### src/rtl/alu_seq_pkg.sv
// Shared definitions for the multi-cycle ALU sequencers: FSM encoding and
// the word-counter width helper.
package alu_seq_pkg;

    localparam int STATE_W = 2;

    typedef enum logic [STATE_W-1:0] {
        ST_IDLE = 2'd0,
        ST_RUN  = 2'd1,
        ST_DONE = 2'd2
    } state_e;

    // Word counter needs at least one bit even for single-word operations.
    function automatic int cnt_width(input int words);
        return (words > 1) ? $clog2(words) : 1;
    endfunction

endpackage

### src/rtl/wide_add_seq_if.sv
// Operand/result bus of the wide add/subtract sequencer.
// A transfer happens on a rising edge where valid and ready are both high;
// the source holds its payload stable from asserting valid until that edge.
interface wide_add_seq_if #(
    parameter int N     = 8,
    parameter int WORDS = 4
) ();
    localparam int W = N * WORDS;

    logic         in_valid;
    logic         in_ready;
    logic [W-1:0] a;
    logic [W-1:0] b;
    logic         cin;
    logic         sub;
    logic         out_valid;
    logic         out_ready;
    logic [W-1:0] sum;
    logic         cout;
    logic         ovf;

    modport master (
        output in_valid, a, b, cin, sub, out_ready,
        input  in_ready, out_valid, sum, cout, ovf
    );

    modport slave (
        input  in_valid, a, b, cin, sub, out_ready,
        output in_ready, out_valid, sum, cout, ovf
    );
endinterface

### src/rtl/parallel_prefix_tree.sv
// N-bit Kogge-Stone carry-prefix slice: C_out[i] is the carry out of bit i
// given per-bit generate/propagate and a slice carry-in.
module parallel_prefix_tree #(
    parameter int N = 8
) (
    input  logic [N-1:0] G_in,
    input  logic [N-1:0] P_in,
    input  logic         cin,
    output logic [N-1:0] C_out
);
    logic [N-1:0] g_cur;
    logic [N-1:0] p_cur;
    logic [N-1:0] g_nxt;
    logic [N-1:0] p_nxt;

    always_comb begin
        g_cur    = G_in;
        p_cur    = P_in;
        // Folding cin into bit 0 makes every prefix carry include it.
        g_cur[0] = G_in[0] | (P_in[0] & cin);
        g_nxt    = g_cur;
        p_nxt    = p_cur;
        for (int d = 1; d < N; d = d * 2) begin
            g_nxt = g_cur;
            p_nxt = p_cur;
            for (int i = d; i < N; i++) begin
                g_nxt[i] = g_cur[i] | (p_cur[i] & g_cur[i-d]);
                p_nxt[i] = p_cur[i] & p_cur[i-d];
            end
            g_cur = g_nxt;
            p_cur = p_nxt;
        end
        C_out = g_cur;
    end
endmodule

### src/rtl/wide_add_seq.sv
// WORDS x N-bit add/subtract sequencer: one prefix slice reused per word,
// least significant word first, with a registered inter-word carry.
module wide_add_seq
    import alu_seq_pkg::*;
#(
    parameter int N     = 8,
    parameter int WORDS = 4
) (
    input  logic                clk,
    input  logic                rst,
    wide_add_seq_if.slave       bus,
    output logic [STATE_W-1:0]  state_o
);
    localparam int W  = N * WORDS;
    localparam int CW = cnt_width(WORDS);
    localparam logic [CW-1:0] K_LAST = CW'(WORDS - 1);

    state_e        state_q, state_d;
    logic [CW-1:0] k_q, k_d;
    logic          carry_q, carry_d;
    logic [W-1:0]  a_q, a_d;
    logic [W-1:0]  b_q, b_d;
    logic [W-1:0]  sum_q, sum_d;
    logic          cout_q, cout_d;
    logic          ovf_q, ovf_d;

    logic [N-1:0]  g_w, p_w, c_w, sum_word;
    logic [W-1:0]  sum_shift;
    logic          last_word;

    assign g_w       = a_q[N-1:0] & b_q[N-1:0];
    assign p_w       = a_q[N-1:0] ^ b_q[N-1:0];
    assign sum_word  = p_w ^ {c_w[N-2:0], carry_q};
    assign last_word = (k_q == K_LAST);

    parallel_prefix_tree #(.N(N)) u_slice (
        .G_in  (g_w),
        .P_in  (p_w),
        .cin   (carry_q),
        .C_out (c_w)
    );

    // New word enters at the top so word 0 ends up at the bottom after WORDS shifts.
    if (WORDS == 1) begin : g_sum_one
        assign sum_shift = sum_word;
    end else begin : g_sum_many
        assign sum_shift = {sum_word, sum_q[W-1:N]};
    end

    always_comb begin
        state_d = state_q;
        k_d     = k_q;
        carry_d = carry_q;
        a_d     = a_q;
        b_d     = b_q;
        sum_d   = sum_q;
        cout_d  = cout_q;
        ovf_d   = ovf_q;
        case (state_q)
            ST_IDLE: begin
                if (bus.in_valid) begin
                    state_d = ST_RUN;
                    a_d     = bus.a;
                    b_d     = bus.sub ? ~bus.b : bus.b;
                    carry_d = bus.sub ? 1'b1 : bus.cin;
                    k_d     = '0;
                    sum_d   = '0;
                end
            end
            ST_RUN: begin
                a_d     = a_q >> N;
                b_d     = b_q >> N;
                sum_d   = sum_shift;
                carry_d = c_w[N-1];
                if (last_word) begin
                    cout_d  = c_w[N-1];
                    ovf_d   = c_w[N-1] ^ c_w[N-2];
                    state_d = ST_DONE;
                end else begin
                    k_d = k_q + CW'(1);
                end
            end
            ST_DONE: begin
                if (bus.out_ready) begin
                    state_d = ST_IDLE;
                end
            end
            default: state_d = ST_IDLE;
        endcase
    end

    always_ff @(posedge clk) begin
        if (rst) begin
            state_q <= ST_IDLE;
            k_q     <= '0;
            carry_q <= 1'b0;
            a_q     <= '0;
            b_q     <= '0;
            sum_q   <= '0;
            cout_q  <= 1'b0;
            ovf_q   <= 1'b0;
        end else begin
            state_q <= state_d;
            k_q     <= k_d;
            carry_q <= carry_d;
            a_q     <= a_d;
            b_q     <= b_d;
            sum_q   <= sum_d;
            cout_q  <= cout_d;
            ovf_q   <= ovf_d;
        end
    end

    assign bus.in_ready  = (state_q == ST_IDLE);
    assign bus.out_valid = (state_q == ST_DONE);
    assign bus.sum       = sum_q;
    assign bus.cout      = cout_q;
    assign bus.ovf       = ovf_q;
    assign state_o       = state_q;
endmodule

### src/flat_wrapper.sv
// flat-port wrapper written by rule: the top's interface ports become plain ports
module wide_add_seq_flat import alu_seq_pkg::*;
#(
    parameter int N     = 8,
    parameter int WORDS = 4
)
  (clk, rst, state_o, bus_in_valid, bus_a, bus_b, bus_cin, bus_sub, bus_out_ready, bus_in_ready, bus_out_valid, bus_sum, bus_cout, bus_ovf);
  wide_add_seq_if #(.N(N), .WORDS(WORDS)) bus_i ();
  input  logic clk;
  input  logic rst;
  output logic [STATE_W-1:0] state_o;
  input wire logic [$bits(bus_i.in_valid)-1:0] bus_in_valid;
  input wire logic [$bits(bus_i.a)-1:0] bus_a;
  input wire logic [$bits(bus_i.b)-1:0] bus_b;
  input wire logic [$bits(bus_i.cin)-1:0] bus_cin;
  input wire logic [$bits(bus_i.sub)-1:0] bus_sub;
  input wire logic [$bits(bus_i.out_ready)-1:0] bus_out_ready;
  output wire logic [$bits(bus_i.in_ready)-1:0] bus_in_ready;
  output wire logic [$bits(bus_i.out_valid)-1:0] bus_out_valid;
  output wire logic [$bits(bus_i.sum)-1:0] bus_sum;
  output wire logic [$bits(bus_i.cout)-1:0] bus_cout;
  output wire logic [$bits(bus_i.ovf)-1:0] bus_ovf;
  assign bus_i.in_valid = bus_in_valid;
  assign bus_i.a = bus_a;
  assign bus_i.b = bus_b;
  assign bus_i.cin = bus_cin;
  assign bus_i.sub = bus_sub;
  assign bus_i.out_ready = bus_out_ready;
  assign bus_in_ready = bus_i.in_ready;
  assign bus_out_valid = bus_i.out_valid;
  assign bus_sum = bus_i.sum;
  assign bus_cout = bus_i.cout;
  assign bus_ovf = bus_i.ovf;
  wide_add_seq #(.N(N), .WORDS(WORDS)) u_core (.clk(clk), .rst(rst), .bus(bus_i), .state_o(state_o));
endmodule
### config.mk
export PLATFORM = sky130hd
export DESIGN_NAME = wide_add_seq_flat
export DESIGN_NICKNAME = d
export VERILOG_FILES = /design/src/rtl/alu_seq_pkg.sv /design/src/rtl/wide_add_seq_if.sv /design/src/rtl/parallel_prefix_tree.sv /design/src/rtl/wide_add_seq.sv /design/src/flat_wrapper.sv
export SDC_FILE = /design/constraint.sdc
export NUM_CORES = 1
export LEC_CHECK = 0
export ABC_AREA = 1
export BUFFER_PORTS_ARGS = -buffer_cell sky130_fd_sc_hd__buf_2
export CORE_UTILIZATION = 45
export CTS_CLUSTER_DIAMETER = 100
export DETAILED_ROUTE_END_ITERATION = 8
export PLACE_DENSITY = 0.68
export SETUP_SLACK_MARGIN = 0.2
export SLEW_MARGIN = 0
export SYNTH_ARGS = -nofsm -noshare
export SYNTH_HDL_FRONTEND = slang
export SYNTH_SLANG_ARGS = --single-unit
### constraint.sdc
create_clock -name clk -period 4.16 [get_ports clk]
set_clock_uncertainty 0.2 [all_clocks]
set_input_delay 0.416 -clock clk [delete_from_list [all_inputs] [get_ports clk]]
set_output_delay 0.416 -clock clk [all_outputs]
set_load 0.02 [all_outputs]
==> results.sh, run 1 <==
export IMPL_p_int_uw=1479
export IMPL_fmax_ghz=0.3463
export IMPL_finish_net_count=801
export IMPL_clk_latency_ps=370
export IMPL_drt_first_iter_violations=230
export IMPL_tritoncts="built"
export IMPL_cts_made_buffers=9
export IMPL_worst_max_slew_pin_slew_ps=926.9
export IMPL_layout_cells_most_common_list="220 x sky130_fd_sc_hd__nand2_1, 107 x sky130_fd_sc_hd__buf_2, 103 x sky130_fd_sc_hd__dfxtp_1"
export IMPL_setup_worst_path_end_class="flop"
export IMPL_grt_overflow=0
export IMPL_synth_simple_area_share=0.2094
export IMPL_clk_slew_on_worst_s_h_paths_ps=100
export IMPL_synth_seq_cells=103
export IMPL_critPathBufInv=3
export IMPL_outcome="complete, no violations"
export IMPL_antenna_violations_before_repair=0
export IMPL_worst_hold_path_type="in -> reg"
export IMPL_critical_path_top_delay_family="simple AND/OR/NAND/NOR gates"
export IMPL_die_height_um=104.2
export IMPL_antenna_violating_nets_post_route=0
export IMPL_netlist_area_pre_place_um2=4702
export IMPL_period_utilisation_layout=0.6942
export IMPL_slew_headroom=0.3814
export IMPL_core_region_area_um2=9955
export IMPL_synth_area_per_cell_um2=7.324
export IMPL_max_vdd_ir_drop_mv=0.1932
export IMPL_die_area_um2=10860
export IMPL_design_area_um2=5435
export IMPL_initial_core_util=0.4723
export IMPL_fin_setup_tns_ps=0
export IMPL_cts_hold_fix_buffers=0
export IMPL_synth_compound_gate_area_share=0.1943
export IMPL_synth_xor_area_frac=0.04470
export IMPL_muxShareOfSynthArea=0
export IMPL_report_final_hold_viol_count=0
export IMPL_grt_first_pass_wirelength_um=18080
export IMPL_fillCellCount=1000
export IMPL_route_detailed_drc=0
export IMPL_placement_rows=36
export IMPL_clockRootBuffer="sky130_fd_sc_hd__clkbuf_8"
export IMPL_io_pins=108
export IMPL_num_antenna_cells=0
export IMPL_grt_util_all_layers=0.2031
export IMPL_synth_cell_type_count=23
export IMPL_detailed_place_hpwl_um=7403
export IMPL_mappedNetlistNets=722
export IMPL_seq_area_frac_synth=0.4385
export IMPL_synth_adder_area_share=0.02980
export IMPL_average_detailed_routed_wire_length_per_instance_um=12.57
export IMPL_ctsLongestPathBuffers=2
export IMPL_post_route_cells_drive_above_1_share=0.1846
export IMPL_max_stage_delay_ps=480
export IMPL_clkSinkCount=103
export IMPL_warnings_synthesis=0
export IMPL_p_seq_frac=0.522
export IMPL_critical_path_cell_chain="inv_1, nand2_2, nand2_4, inv_2, buf_4, nand2_1, a21oi_1"
export IMPL_drt_pass1_iterations=4
export IMPL_combPwrFrac=0.170
export IMPL_timing_setup_critical_path_class="reg -> reg"
export IMPL_synth_top_family_by_area="simple AND/OR/NAND/NOR gates"
export IMPL_port_buffers=107
export IMPL_power_density_nw_per_um2=387.1
export IMPL_setup_repair_after_global_routing_missed_its_margin="false"
export IMPL_cts_resized_gates=0
export IMPL_mostFrequentLayoutCell="sky130_fd_sc_hd__nand2_1"
export IMPL_dr_total_vias=4325
export IMPL_switching_share=0.2971
export IMPL_critical_path_required_ps=4260
export IMPL_detailed_place_area_um2=5234
export IMPL_crit_fanout=70
export IMPL_period_needed_ps=2888
export IMPL_vias_per_cell=5.035
export IMPL_setup_viol=0
export IMPL_grt_start_max_net_pins=71
export IMPL_routabilityCongestion=0.7675
export IMPL_clockPowerShare=0.308
export IMPL_clock_tree_htree_level_count=3
export IMPL_post_synthesis_to_final_layout_area_growth_pct=15.59
export IMPL_postSynthCellCount=642
export IMPL_timing_critical_path_slowest_stage_cell="sky130_fd_sc_hd__inv_2"
export IMPL_report_final_slew_viol_count=0
export IMPL_max_cap_viol_count=0
export IMPL_first_global_vias=3918
export IMPL_power_net_switching_uw=625.2
export IMPL_postCtsSetupBuffers=0
export IMPL_routed_wl_um=10800
export IMPL_start_kind="flop"
export IMPL_cellLeakagePower_uw=0.002476
export IMPL_worst_ep_arrival_time_ps=2990
export IMPL_chipWidth_um=104.2
==> metrics by stage <==
step	utilization	instances	power [uW]	hold slack, ps	setup slack, ps
floorplan	-	642	1380	238.0	2288
finish	0.5460	859	2104	103.5	1272
detailed placement	0.5258	843	1478	254.9	1299
global placement	0.5258	843	1469	246.8	1392
CTS	0.5460	859	2125	80.90	1293
global route	0.5460	859	2214	98.54	1030
==> worst min-delay path: stages <==
cell and delay (ps):
sky130_fd_sc_hd__buf_2 90, sky130_fd_sc_hd__nand3_1 70, sky130_fd_sc_hd__a21oi_1 60
==> sequential cells by signal (all words and copies together) (netlist names) <==
name,cells
u_core.a_q,32
u_core.b_q,32
u_core.bus.cout,1
u_core.bus.ovf,1
u_core.bus.sum,32
u_core.carry_q,1
u_core.k_q,2
u_core.state_o,2
==> path summary, 6_finish.rpt <==
kind / startpoint / end / slack [ps] / cells past startpoint
max reg2reg: u_core.state_o[1]$_SDFFE_PP0P_ / u_core.bus.sum[29]$_SDFFE_PP0P_ / 1270 / 7
min reg2reg: u_core.bus.sum[5]$_SDFFE_PP0P_ / u_core.bus.sum[5]$_SDFFE_PP0P_ / 270 / 2
max: u_core.state_o[1]$_SDFFE_PP0P_ / u_core.bus.sum[29]$_SDFFE_PP0P_ / 1270 / 7
min: bus_a[30] / u_core.a_q[30]$_SDFFE_PP0P_ / 100 / 3
==> per-layer routing <==
layer | up-vias | wire (um) | track usage | part of all wire
met5 | - | 0 | 0 | 0
met3 | 8 | 474 | 0.04073 | 0.044
met2 | 108 | 5227 | 0.3424 | 0.48
met1 | 1957 | 4981 | 0.2618 | 0.46
met4 | 0 | 115 | 0.06020 | 0.011
li1 | 2252 | - | - | -
==> Yosys cell counts <==
cell | count | share of area
sky130_fd_sc_hd__nor2_1 | 6 | 0.0048
sky130_fd_sc_hd__nand3_1 | 18 | 0.019
sky130_fd_sc_hd__a31oi_1 | 25 | 0.033
sky130_fd_sc_hd__nand2_1 | 220 | 0.18
sky130_fd_sc_hd__clkbuf_1 | 15 | 0.012
sky130_fd_sc_hd__buf_1 | 3 | 0.0024
sky130_fd_sc_hd__buf_4 | 4 | 0.0064
sky130_fd_sc_hd__a21oi_1 | 67 | 0.071
sky130_fd_sc_hd__o21a_1 | 1 | 0.0016
sky130_fd_sc_hd__xnor2_1 | 24 | 0.045
sky130_fd_sc_hd__nand2_4 | 2 | 0.0048
sky130_fd_sc_hd__dfxtp_1 | 103 | 0.44
sky130_fd_sc_hd__buf_2 | 22 | 0.023
sky130_fd_sc_hd__o21ai_0 | 45 | 0.048
sky130_fd_sc_hd__fa_1 | 2 | 0.0085
sky130_fd_sc_hd__o211ai_1 | 24 | 0.038
sky130_fd_sc_hd__inv_2 | 2 | 0.0016
sky130_fd_sc_hd__inv_1 | 47 | 0.038
sky130_fd_sc_hd__nand2_2 | 1 | 0.0013
sky130_fd_sc_hd__o221ai_1 | 1 | 0.0019
sky130_fd_sc_hd__ha_1 | 8 | 0.021
sky130_fd_sc_hd__or2_2 | 1 | 0.0013
sky130_fd_sc_hd__nor2_4 | 1 | 0.0024
==> area by class of cell <==
class	count	area, um^2	area share
multi-input cells	446	2248	0.4137
clock inverters	6	73.82	0.01358
well taps	133	166.4	0.03062
clock buffers	10	127.6	0.02348
repair buffers	112	573.1	0.1054
inverters	49	183.9	0.03384
flip-flops and latches	103	2062	0.3794
==> power by group through the flow <==
stage                     sequential (uW)  combinational [uW]  clock [uW]
after global placement               1120                 350           0
after global routing                 1110                 405         702
final                                1100                 358         648
after detailed placement             1120                 358           0
after CTS                            1100                 360         668
after floorplan                      1120                 263           0
==> kinds of logic after synthesis <==
kind of cell,count (synthesis)
AND/OR/NAND/NOR,249
adder cells (fa/ha/maj),10
flip-flops,103
AO/OA/AOI/OAI,163
buffers and inverters,93
XOR/XNOR,24
(Power assumes the default switching activity.)
==> run 2, diff against run 1 <==
--- a/config.mk
+++ b/config.mk
@@ -10,7 +10,7 @@
 export CORE_UTILIZATION = 45
 export CTS_CLUSTER_DIAMETER = 100
 export DETAILED_ROUTE_END_ITERATION = 8
-export PLACE_DENSITY = 0.68
+export PLACE_DENSITY = 0.71
 export SETUP_SLACK_MARGIN = 0.2
 export SLEW_MARGIN = 0
 export SYNTH_ARGS = -nofsm -noshare
==> constraint.sdc (replaced) <==
create_clock -name clk -period 2.38 [get_ports clk]
set_clock_uncertainty 0.2 [all_clocks]
set_input_delay 0.238 -clock clk [delete_from_list [all_inputs] [get_ports clk]]
set_output_delay 0.238 -clock clk [all_outputs]
set_load 0.02 [all_outputs]
==> results.sh, run 2 (same netlist as run 1, synthesis figures left out) <==
export IMPL_outcome="complete, no violations"
export IMPL_max_cap_viol_count=0
export IMPL_antenna_violations_before_repair=0
export IMPL_post_route_cells_drive_above_1_share=0.1863
export IMPL_grt_start_max_net_pins=70
export IMPL_clkSinkCount=103
export IMPL_layout_cells_most_common_list="219 x sky130_fd_sc_hd__nand2_1, 107 x sky130_fd_sc_hd__buf_2, 102 x sky130_fd_sc_hd__dfxtp_1"
export IMPL_chipWidth_um=104.2
export IMPL_initial_core_util=0.4723
export IMPL_port_buffers=107
export IMPL_drt_pass1_iterations=4
export IMPL_report_final_hold_viol_count=0
export IMPL_timing_setup_critical_path_class="reg -> reg"
export IMPL_worst_max_slew_pin_slew_ps=564.0
export IMPL_multiInputGateArea_um2=2255
export IMPL_grt_first_pass_wirelength_um=19150
export IMPL_io_pins=108
export IMPL_core_region_area_um2=9955
export IMPL_timing_critical_path_slowest_stage_cell="sky130_fd_sc_hd__fa_1"
export IMPL_route_detailed_drc=0
export IMPL_worstHoldStart="bus_in_valid"
export IMPL_layout_core_utilization=0.5936
export IMPL_fmax_ghz=0.5002
export IMPL_routabilityCongestion=0.8868
export IMPL_sequential_cell_area_um2=2063
export IMPL_routed_wl_um=11440
export IMPL_grt_util_met3=0.04198
export IMPL_setup_viol=0
export IMPL_grt_util_all_layers=0.2146
export IMPL_slew_headroom=0.6240
export IMPL_critPathBufInv=2
export IMPL_antenna_violating_nets_post_route=0
export IMPL_clk_latency_ps=360
export IMPL_finish_net_count=848
export IMPL_post_synthesis_to_final_layout_area_growth_pct=25.68
export IMPL_die_height_um=104.2
export IMPL_average_detailed_routed_wire_length_per_instance_um=12.63
export IMPL_grt_overflow=0
export IMPL_worstSetupStartpoint="u_core.b_q[0]$_SDFFE_PP0P_"
export IMPL_ctsLongestPathBuffers=2
export IMPL_drt_first_iter_violations=272
export IMPL_crit_fanout=5
export IMPL_critical_path_top_delay_family="adder cells"
export IMPL_critical_path_required_ps=2410
export IMPL_grt_busiest_layer="met2"
export IMPL_fin_setup_tns_ps=0
export IMPL_clk_slew_on_worst_s_h_paths_ps=100
export IMPL_clockRootBuffer="sky130_fd_sc_hd__clkbuf_8"
export IMPL_globalRouteMet1Util=0.2696
export IMPL_max_stage_delay_ps=450
export IMPL_worst_ep_arrival_time_ps=2030
export IMPL_placement_rows=36
export IMPL_start_kind="flop"
export IMPL_max_vdd_ir_drop_mv=0.3543
export IMPL_vias_per_cell=5.017
export IMPL_die_area_um2=10860
export IMPL_cts_made_buffers=9
export IMPL_grt_met2_usage=0.3752
export IMPL_report_final_slew_viol_count=0
export IMPL_critical_path_cell_chain="fa_1, inv_1, fa_1, inv_1, nand3_1, nand2_2, a21oi_2, nand2_1, nand2_1, a21oi_1"
export IMPL_tritoncts="built"
export IMPL_period_needed_ps=1999
export IMPL_dr_total_vias=4545
export IMPL_mostFrequentLayoutCell="sky130_fd_sc_hd__nand2_1"
export IMPL_fillCellCount=933
export IMPL_worst_hold_path_type="in -> reg"
export IMPL_first_global_vias=4179
export IMPL_setup_worst_path_end_class="flop"
export IMPL_cellLeakagePower_uw=0.002672
export IMPL_clock_tree_htree_level_count=3
export IMPL_num_antenna_cells=0
export IMPL_setup_repair_after_global_routing_missed_its_margin="false"
export IMPL_period_utilisation_layout=0.8401
export IMPL_detailed_place_hpwl_um=7582
export IMPL_power_density_nw_per_um2=623.0
export IMPL_rr_startpoint="u_core.b_q[0]$_SDFFE_PP0P_"
## run 2: cell types whose count changed in the layout (fill, tap and decap cells not counted), sizes merged
cell         delta
dlygate4sd3    +41
buf             +6
clkinvlp        +2
bufinv          -1
clkinv          -1
## run 2: what timing repair did
action	4_1_cts	5_1_grt
resized for setup	0	3
endpoints found under the hold margin	41	0
setup endpoints to repair	0	4
hold buffers	41	0
setup buffers	0	0
## run 2: path summary, 6_finish.rpt
path / endpoint / slack (ps) / cells after the start
setup / recovery: u_core.carry_q$_SDFFE_PP0P_ / 380 / 10
hold reg to reg: u_core.bus.sum[7]$_SDFFE_PP0P_ / 260 / 2
hold / removal: u_core.a_q[28]$_SDFFE_PP0P_ / 40 / 3
setup reg to reg: u_core.carry_q$_SDFFE_PP0P_ / 380 / 10
## run 2: power by group
group	internal [uW]	leakage, uW	switching [uW]	total, uW
Clock	424	0.0000903	632	1060
Sequential	1850	0.000845	74.4	1920
Combinational	297	0.00174	408	705
Total	2570	0.00267	1110	3680
## run 2: cell type report
type | instances | area share
multi-input combinational | 446 | 0.3815
sequential | 103 | 0.3491
timing repair buffer | 159 | 0.1783
inverter | 49 | 0.03112
tap | 133 | 0.02816
clock buffer | 10 | 0.02329
clock inverter | 6 | 0.008469
## run 2: stage by stage
stage | power (uW) | cell area [um^2] | instances | hold slack, ps | worst slack, ps
6_report | 3682 | 5909 | 906 | 35.83 | 380.6
2_1_floorplan | 2412 | 4702 | 642 | 198.0 | 508.4
3_5_place_dp | 2608 | 5304 | 849 | 251.5 | 335.9
3_3_place_gp | 2590 | 5304 | 849 | 247.0 | 412.9
4_1_cts | 3706 | 5902 | 906 | 15.12 | 310.4
5_1_grt | 3887 | 5909 | 906 | 22.12 | 219.6
## run 2: per-layer routing
metal,share of wire,wire length [um],up-vias
met5,0,0,-
met2,0.50,5689,110
li1,-,-,2340
met1,0.46,5213,2085
met4,0.0083,95,0
met3,0.039,443,10
## run 2: tightest hold or removal path, stage by stage
cell,delay [ps]
sky130_fd_sc_hd__buf_2,170
sky130_fd_sc_hd__nand3_1,100
sky130_fd_sc_hd__a21oi_1,60
